**config.mk**
```make
export PLATFORM = sky130hd
export DESIGN_NAME = fetch_issue
export DESIGN_NICKNAME = d
export VERILOG_FILES = /design/src/rtl/fetch_issue_pkg.sv /design/src/rtl/ins_fifo.sv /design/src/rtl/fetch_issue.sv
export SDC_FILE = /design/constraint.sdc
export NUM_CORES = 1
export LEC_CHECK = 0
export CORE_ASPECT_RATIO = 1.2
export CORE_MARGIN = 2
export CORE_UTILIZATION = 30
export DETAILED_ROUTE_END_ITERATION = 16
export GPL_TIMING_DRIVEN = 0
export PLACE_DENSITY = 0.55
export SLEW_MARGIN = 20
export SYNTH_ARGS = -nofsm -noshare
export SYNTH_HDL_FRONTEND = slang
export SYNTH_SLANG_ARGS = --single-unit
```
**constraint.sdc**
```tcl
create_clock -name clk -period 2.85 [get_ports clk]
set_clock_uncertainty 0.2 [all_clocks]
set_input_delay 0.285 -clock clk [delete_from_list [all_inputs] [get_ports clk]]
set_output_delay 0.285 -clock clk [all_outputs]
set_load 0.02 [all_outputs]
```
**src/rtl/fetch_issue_pkg.sv**
```systemverilog
// Shared types for the fetch consumer: in-flight tracking entries, queue entries
// and the fetch address reset value.
package fetch_issue_pkg;

    localparam logic [31:0] PC_RESET = 32'hFFFF_FFFF;

    typedef struct packed {
        logic        valid;
        logic [31:0] pc;
    } inflight_t;

    typedef struct packed {
        logic [31:0] ins;
        logic [31:0] pc;
    } qentry_t;

    localparam int QW = $bits(qentry_t);

endpackage

```
**src/rtl/ins_fifo.sv**
```systemverilog
// Synchronous FIFO with flush and occupancy output; holds arrived instruction
// words until decode accepts them.
module ins_fifo
    import fetch_issue_pkg::*;
#(
    parameter  int WIDTH = QW,
    parameter  int DEPTH = 4,
    localparam int AW    = $clog2(DEPTH),
    localparam int CW    = $clog2(DEPTH + 1)
) (
    input  logic             clk,
    input  logic             rst_n,
    input  logic             i_flush,
    input  logic             i_push,
    input  logic [WIDTH-1:0] i_data,
    input  logic             i_pop,
    output logic [WIDTH-1:0] o_data,
    output logic             o_valid,
    output logic [CW-1:0]    o_count
);

    logic [WIDTH-1:0] r_mem [DEPTH];
    logic [AW-1:0]    r_wr_ptr;
    logic [AW-1:0]    r_rd_ptr;
    logic [CW-1:0]    r_count;
    logic             w_do_push;
    logic             w_do_pop;

    assign w_do_push = i_push & ~i_flush;
    assign w_do_pop  = i_pop & (r_count != '0) & ~i_flush;

    // NOTE: state registers use non-blocking assignments so every flop samples
    // pre-edge values regardless of process evaluation order.
    always_ff @(posedge clk or negedge rst_n) begin
        if (!rst_n) begin
            r_wr_ptr <= '0;
            r_rd_ptr <= '0;
            r_count  <= '0;
        end else if (i_flush) begin
            r_wr_ptr <= '0;
            r_rd_ptr <= '0;
            r_count  <= '0;
        end else begin
            if (w_do_push) r_wr_ptr <= r_wr_ptr + AW'(1);
            if (w_do_pop)  r_rd_ptr <= r_rd_ptr + AW'(1);
            case ({w_do_push, w_do_pop})
                2'b10:   r_count <= r_count + CW'(1);
                2'b01:   r_count <= r_count - CW'(1);
                default: r_count <= r_count;
            endcase
        end
    end

    // NOTE: storage is deliberately left out of reset; occupancy alone decides
    // validity, so clearing the array would only cost reset fan-out.
    always_ff @(posedge clk) begin
        if (w_do_push) r_mem[r_wr_ptr] <= i_data;
    end

    assign o_data  = r_mem[r_rd_ptr];
    assign o_valid = (r_count != '0);
    assign o_count = r_count;

endmodule

```
**src/rtl/fetch_issue.sv**
```systemverilog
// Consumer end of the fetch interface: launch control, in-flight tracking and
// credit-based hold, producing a valid/ready instruction stream for decode.
module fetch_issue
    import fetch_issue_pkg::*;
#(
    parameter int LAT   = 2,
    parameter int DEPTH = 4
) (
    input  logic        clk,
    input  logic        rst_n,
    input  logic [31:0] ins,
    output logic        hold,
    output logic        jmp_en,
    output logic [31:0] jmp_addr,
    output logic        clr,
    input  logic        redir_valid,
    input  logic [31:0] redir_target,
    input  logic        restart,
    output logic        out_valid,
    input  logic        out_ready,
    output logic [31:0] out_ins,
    output logic [31:0] out_pc
);

    localparam int CW = $clog2(DEPTH + 1);

    logic [31:0]   r_launch_pc;
    inflight_t     r_pipe [LAT];

    logic          w_flush;
    logic          w_launch;
    logic          w_push;
    logic [31:0]   w_next_pc;
    logic [31:0]   w_inflight;
    logic [31:0]   w_credit;
    logic [CW-1:0] w_count;
    logic          w_fifo_valid;
    logic [QW-1:0] w_fifo_rdata;
    qentry_t       w_push_entry;
    qentry_t       w_head;

    // NOTE: every signal written here gets a default before any conditional
    // assignment, so no path leaves a value held and no latch is inferred.
    always_comb begin
        clr        = restart;
        jmp_en     = redir_valid & ~restart;
        jmp_addr   = '0;
        w_inflight = '0;
        w_next_pc  = r_launch_pc;

        if (jmp_en) jmp_addr = redir_target - r_launch_pc;

        for (int i = 0; i < LAT; i++) begin
            w_inflight = w_inflight + 32'(r_pipe[i].valid);
        end
        // Pops in this cycle are not credited, so overflow cannot occur.
        w_credit = 32'(w_count) + w_inflight;
        hold     = (w_credit >= 32'(DEPTH));

        w_flush  = clr | jmp_en;
        w_launch = ~clr & (jmp_en | ~hold);

        if (clr)         w_next_pc = PC_RESET;
        else if (jmp_en) w_next_pc = redir_target;
        else if (!hold)  w_next_pc = r_launch_pc + 32'd1;
    end

    // The word on ins belongs to the entry at the output end of the pipe.
    assign w_push       = r_pipe[LAT-1].valid & ~w_flush;
    assign w_push_entry = '{ins: ins, pc: r_pipe[LAT-1].pc};

    always_ff @(posedge clk or negedge rst_n) begin
        if (!rst_n) begin
            r_launch_pc <= PC_RESET;
            for (int i = 0; i < LAT; i++) begin
                r_pipe[i] <= '0;
            end
        end else begin
            r_launch_pc <= w_next_pc;
            r_pipe[0]   <= '{valid: w_launch, pc: w_next_pc};
            for (int i = 1; i < LAT; i++) begin
                r_pipe[i] <= '{valid: r_pipe[i-1].valid & ~w_flush, pc: r_pipe[i-1].pc};
            end
        end
    end

    ins_fifo #(
        .WIDTH (QW),
        .DEPTH (DEPTH)
    ) u_fifo (
        .clk     (clk),
        .rst_n   (rst_n),
        .i_flush (w_flush),
        .i_push  (w_push),
        .i_data  (w_push_entry),
        .i_pop   (out_ready),
        .o_data  (w_fifo_rdata),
        .o_valid (w_fifo_valid),
        .o_count (w_count)
    );

    assign w_head    = qentry_t'(w_fifo_rdata);
    assign out_valid = w_fifo_valid;
    assign out_ins   = w_head.ins;
    assign out_pc    = w_head.pc;

endmodule
```
==> run summary <==
The run finished, with violations left. The checks that failed: negative setup slack. The endpoint class of the critical path was an output port. Clock net sink count: 361. Area fraction in and, or, nand and nor cells after synthesis: 0.07786.

The via count of the first global-routing pass was 9705; the area share of fa/ha/maj cells after synthesis was 0.03458. The floorplan step defined a die boundary enclosing 52720 um2. The pre-antenna-repair detailed-routing pass consisted of 4 iterations.

The worst-case IR drop observed on VDD is 0.3289 mV. Vertical die dimension: 251.1 um. In the post-synthesis netlist, the biggest area contributors are edfxtp_1 (50%), dfrtp_1 (12%), mux4_2 (9.4%).

The power density over the cells was 590.4 nW/um2; the relative max-transition margin was 0.4741. For the static leakage, the log shows 0.007275 uW. The run gives 0 as the initial antenna violation count. Number of maximum-capacitance violations: 0. The fraction of registers with async set/reset came out at 0.2909. Clock tree synthesis selected as its root buffer the cell clkbuf_16. The global-route wire length before repair is 57490 um. The final hold violation count is 0, and the overall routing resource usage is 0.1430. The highest-delay cell along the critical path was dfstp_2.

Share of the synthesized area in compound gates (AO/OA/AOI/OAI): 0.05933. The register-to-register setup slack is 0.14 ns, and the synthesis-stage register bit count is 361. Counting the buffers created by CTS gives 35.

For this run, the leading register cell type out of synthesis is edfxtp_1. The detailed router finished its first iteration with 454 violations. The fill cell instance count of the final layout came out at 4641. Using the TritonRoute via totals, the vias-per-cell ratio works out to 4.761. In this run the number of H-tree levels came out at 2. The cell count after synthesis came out at 975.

Part of the cycle the worst path needs: 1.284. The logs give 0.3033 for the initial standard-cell utilization of the core and 50340 um2 for the area inside the core boundary. The logs give 0 for the number of slew-limit violations in the final report and 9108 for the total number of vias. The worst path needs 3.659 ns of the cycle, external delays included. The remaining design rule violation count is 0, and the clock-pin slew on the worst setup and hold paths is 0.07 ns.

The tools report the row count as 90. The critical path starts at r_launch_pc[2]$_DFF_PN1_. TritonCTS built the clock tree.

In the final design database the tool counted 1352 nets. The peak per-stage delay on the critical path works out to 0.54 ns. For this run, the number of Yosys warnings is 0.

The clock reaches the later pin of the worst-skew pair after 0.52 ns. The post-layout worst setup margin is -0.8089 ns, and the setup violation total in the final timing report is 27. The worst endpoint data arrival time is 3.17 ns. The highest clock frequency the design can meet was 273.3 MHz; the number of I/O port buffers was 167. The critical path goes through inv_2 > ha_4 > nor2b_2 > o31a_1 > o32a_1 > or3_4 > a41oi_2 > nand3_2 > a21oi_4 > buf_6. The repair_antennas step left the layout with diodes totalling 0. The path depth of the worst reg2reg path is 10. Summing every instance area after synthesis gives 15270 um2. The share of the synthesized netlist area taken by xor and xnor gates is 0.02926.

The pin count of the biggest net entering global routing is 78. Dividing the synthesized area by the synthesized cell count gives 15.66 um2. By area, the combinational part of the netlist is dominated by multiplexers. The run gives 0.6782 as the sequential area share after synthesis.

Along the worst path, the maximum fanout reaches 3. For the number of different library cells in the post-synthesis netlist, the log shows 67. The startpoint class of the critical path was a flop.

The largest area contributor in the synthesized netlist was edfxtp_1. The number of flops mapped to enable cells by yosys was 256; the number of nets with antenna violations after detailed routing was 0. The type of the tightest min-delay check is primary input to async pin. The congestion estimate from routability-driven global placement came to 0.8382. Counting instances in the post-synthesis netlist gives the leading cell types as edfxtp_1 (256), nor2_1 (74), dfrtp_1 (73), a21oi_1 (65), mux4_2 (64). The average detailed-routed wire length per instance came out at 19.74 um. Setup total negative slack on the finished layout was measured at -15.04 ns.

The growth of design area from synthesis to finish works out to 33.94%. The tools report the endpoint of the lowest-slack register-to-register path as r_pipe[62]$_DFF_PN0_. By instance count, the leading cell after synthesis is edfxtp_1. The longest clock path from root to sink contains 3 buffers. The mux contribution to synthesized area was 0.1010. By startpoint and endpoint, the worst setup path is classified as flop to output port. The die extent in x works out to 209.9 um. Global routing finished with a remaining overflow of 0. The launch point of the worst reg-to-reg path was r_launch_pc[7]$_DFF_PN1_. The data required time of the worst path was 2.37 ns. The routed design has 37770 um of wire. The slew of the pin with the lowest slew margin is 0.7889 ns, and the number of top-level design ports is 169. On the final layout, the worst hold slack is 0.01900 ns. Setup repair after global routing could not meet its margin everywhere. Counting every net in the synthesized netlist gives 1085.

The ratio of cells with drive above 1 in the final layout works out to 0.3286. Area share of the largest cell type after synthesis: 0.5035. The tools report the detailed-placement wirelength estimate as 25590 um.
==> cells by family after synthesis <==
kind of cell,count (synthesis)
AO/OA/AOI/OAI,141
XOR/XNOR,51
adder cells (fa/ha/maj),41
buffers and inverters,76
flip-flops,361
multiplexers,74
AND/OR/NAND/NOR,231
==> layout make-up <==
class | instances | area [um2] | share of cell area
Sequential cell | 361 | 10360 | 0.5065
Multi-Input combinational cell | 540 | 5558 | 0.2718
Inverter | 45 | 176.4 | 0.008628
Tap cell | 644 | 805.8 | 0.03941
Timing Repair Buffer | 231 | 2161 | 0.1057
Clock buffer | 43 | 948.4 | 0.04638
Buffer | 28 | 237.7 | 0.01163
Clock inverter | 21 | 203.9 | 0.009974
==> registers in the layout (all words and copies together), names as in the netlist <==
signal and count:
r_pipe 66, u_fifo.o_count 3, u_fifo.r_rd_ptr 2, u_fifo.r_mem 256, r_launch_pc 32, u_fifo.r_wr_ptr 2
==> metrics by stage <==
step                      instance area (um2)  setup slack, ns  instances  total power (uW)    util
after floorplan                         15370         -0.02684        975              6692       -
after global placement                  17850           -2.886       1786              7177  0.3547
after detailed placement                18000           -1.306       1792              7192  0.3575
after CTS                               20010          -0.9217       1885             12120  0.3976
after global routing                    20450          -0.9264       1913             12570  0.4062
final                                   20450          -0.8089       1913             12070  0.4062
==> routing by layer <==
| metal | vias to the layer above | global-route usage | part of all wire |
|---|---|---|---|
| li1 | 4246 | - | - |
| met1 | 4622 | 0.1836 | 0.44 |
| met2 | 188 | 0.2524 | 0.50 |
| met3 | 52 | 0.01899 | 0.032 |
| met4 | 0 | 0.04134 | 0.024 |
| met5 | - | 0 | 0 |
==> worst max path at each step <==
stage / to / slack [ns] / cells past startpoint
finish: jmp_addr[28] / -0.81 / 10
global route: jmp_addr[28] / -0.93 / 10
CTS: jmp_addr[28] / -0.92 / 10
detailed placement: jmp_addr[26] / -1.31 / 10
global placement: r_pipe[1]$_DFF_PN0_ / -2.89 / 1
floorplan: jmp_addr[20] / -0.03 / 9
==> placed cells by master (no fill, tap or decap), types with 14 or more instances in the layout <==
| cell type | synthesis | routed |
|---|---|---|
| dfstp_2 | 32 | 32 |
| xnor2_1 | 36 | 32 |
| ha_4 | 0 | 22 |
| nor2_1 | 74 | 71 |
| nand2_1 | 46 | 37 |
| buf_4 | 1 | 69 |
| o21ai_0 | 24 | 14 |
| clkdlybuf4s50_1 | 0 | 80 |
| dfrtp_1 | 73 | 71 |
| mux4_2 | 64 | 64 |
| dlygate4sd2_1 | 0 | 56 |
| a21oi_2 | 0 | 20 |
| buf_6 | 1 | 20 |
| clkbuf_16 | 0 | 37 |
| inv_1 | 43 | 32 |
| nand2b_1 | 15 | 14 |
| nand3_1 | 25 | 18 |
| xor2_1 | 15 | 14 |
| a21oi_1 | 65 | 41 |
| edfxtp_1 | 256 | 256 |
==> where the power goes <==
group / internal [uW] / switching (uW)
Sequential: 5800 / 81.0
Clock: 2670 / 1940
Combinational: 727 / 864
Total: 9190 / 2880
==> what timing repair did <==
| item | in CTS | in global routing |
|---|---|---|
| hold buffers | 2 | 0 |
| buffers inserted | 30 | 27 |
| gates resized for setup | 383 | 57 |
| hold endpoints to repair | 82 | 0 |
| gates cloned | 1 | 1 |
| pin swaps | 46 | 39 |
| setup endpoints to repair | 222 | 78 |
==> worst max-delay path: cells and delay by family (launching register included) <==
kind                     cells  cell delay (ns)
AO/OA/AOI/OAI                4             1.04
flip-flops                   1             0.54
buffers and inverters        2             0.18
AND/OR/NAND/NOR              3             0.67
adder cells (fa/ha/maj)      1             0.21
Note: power is estimated with default switching activity, not from simulation.
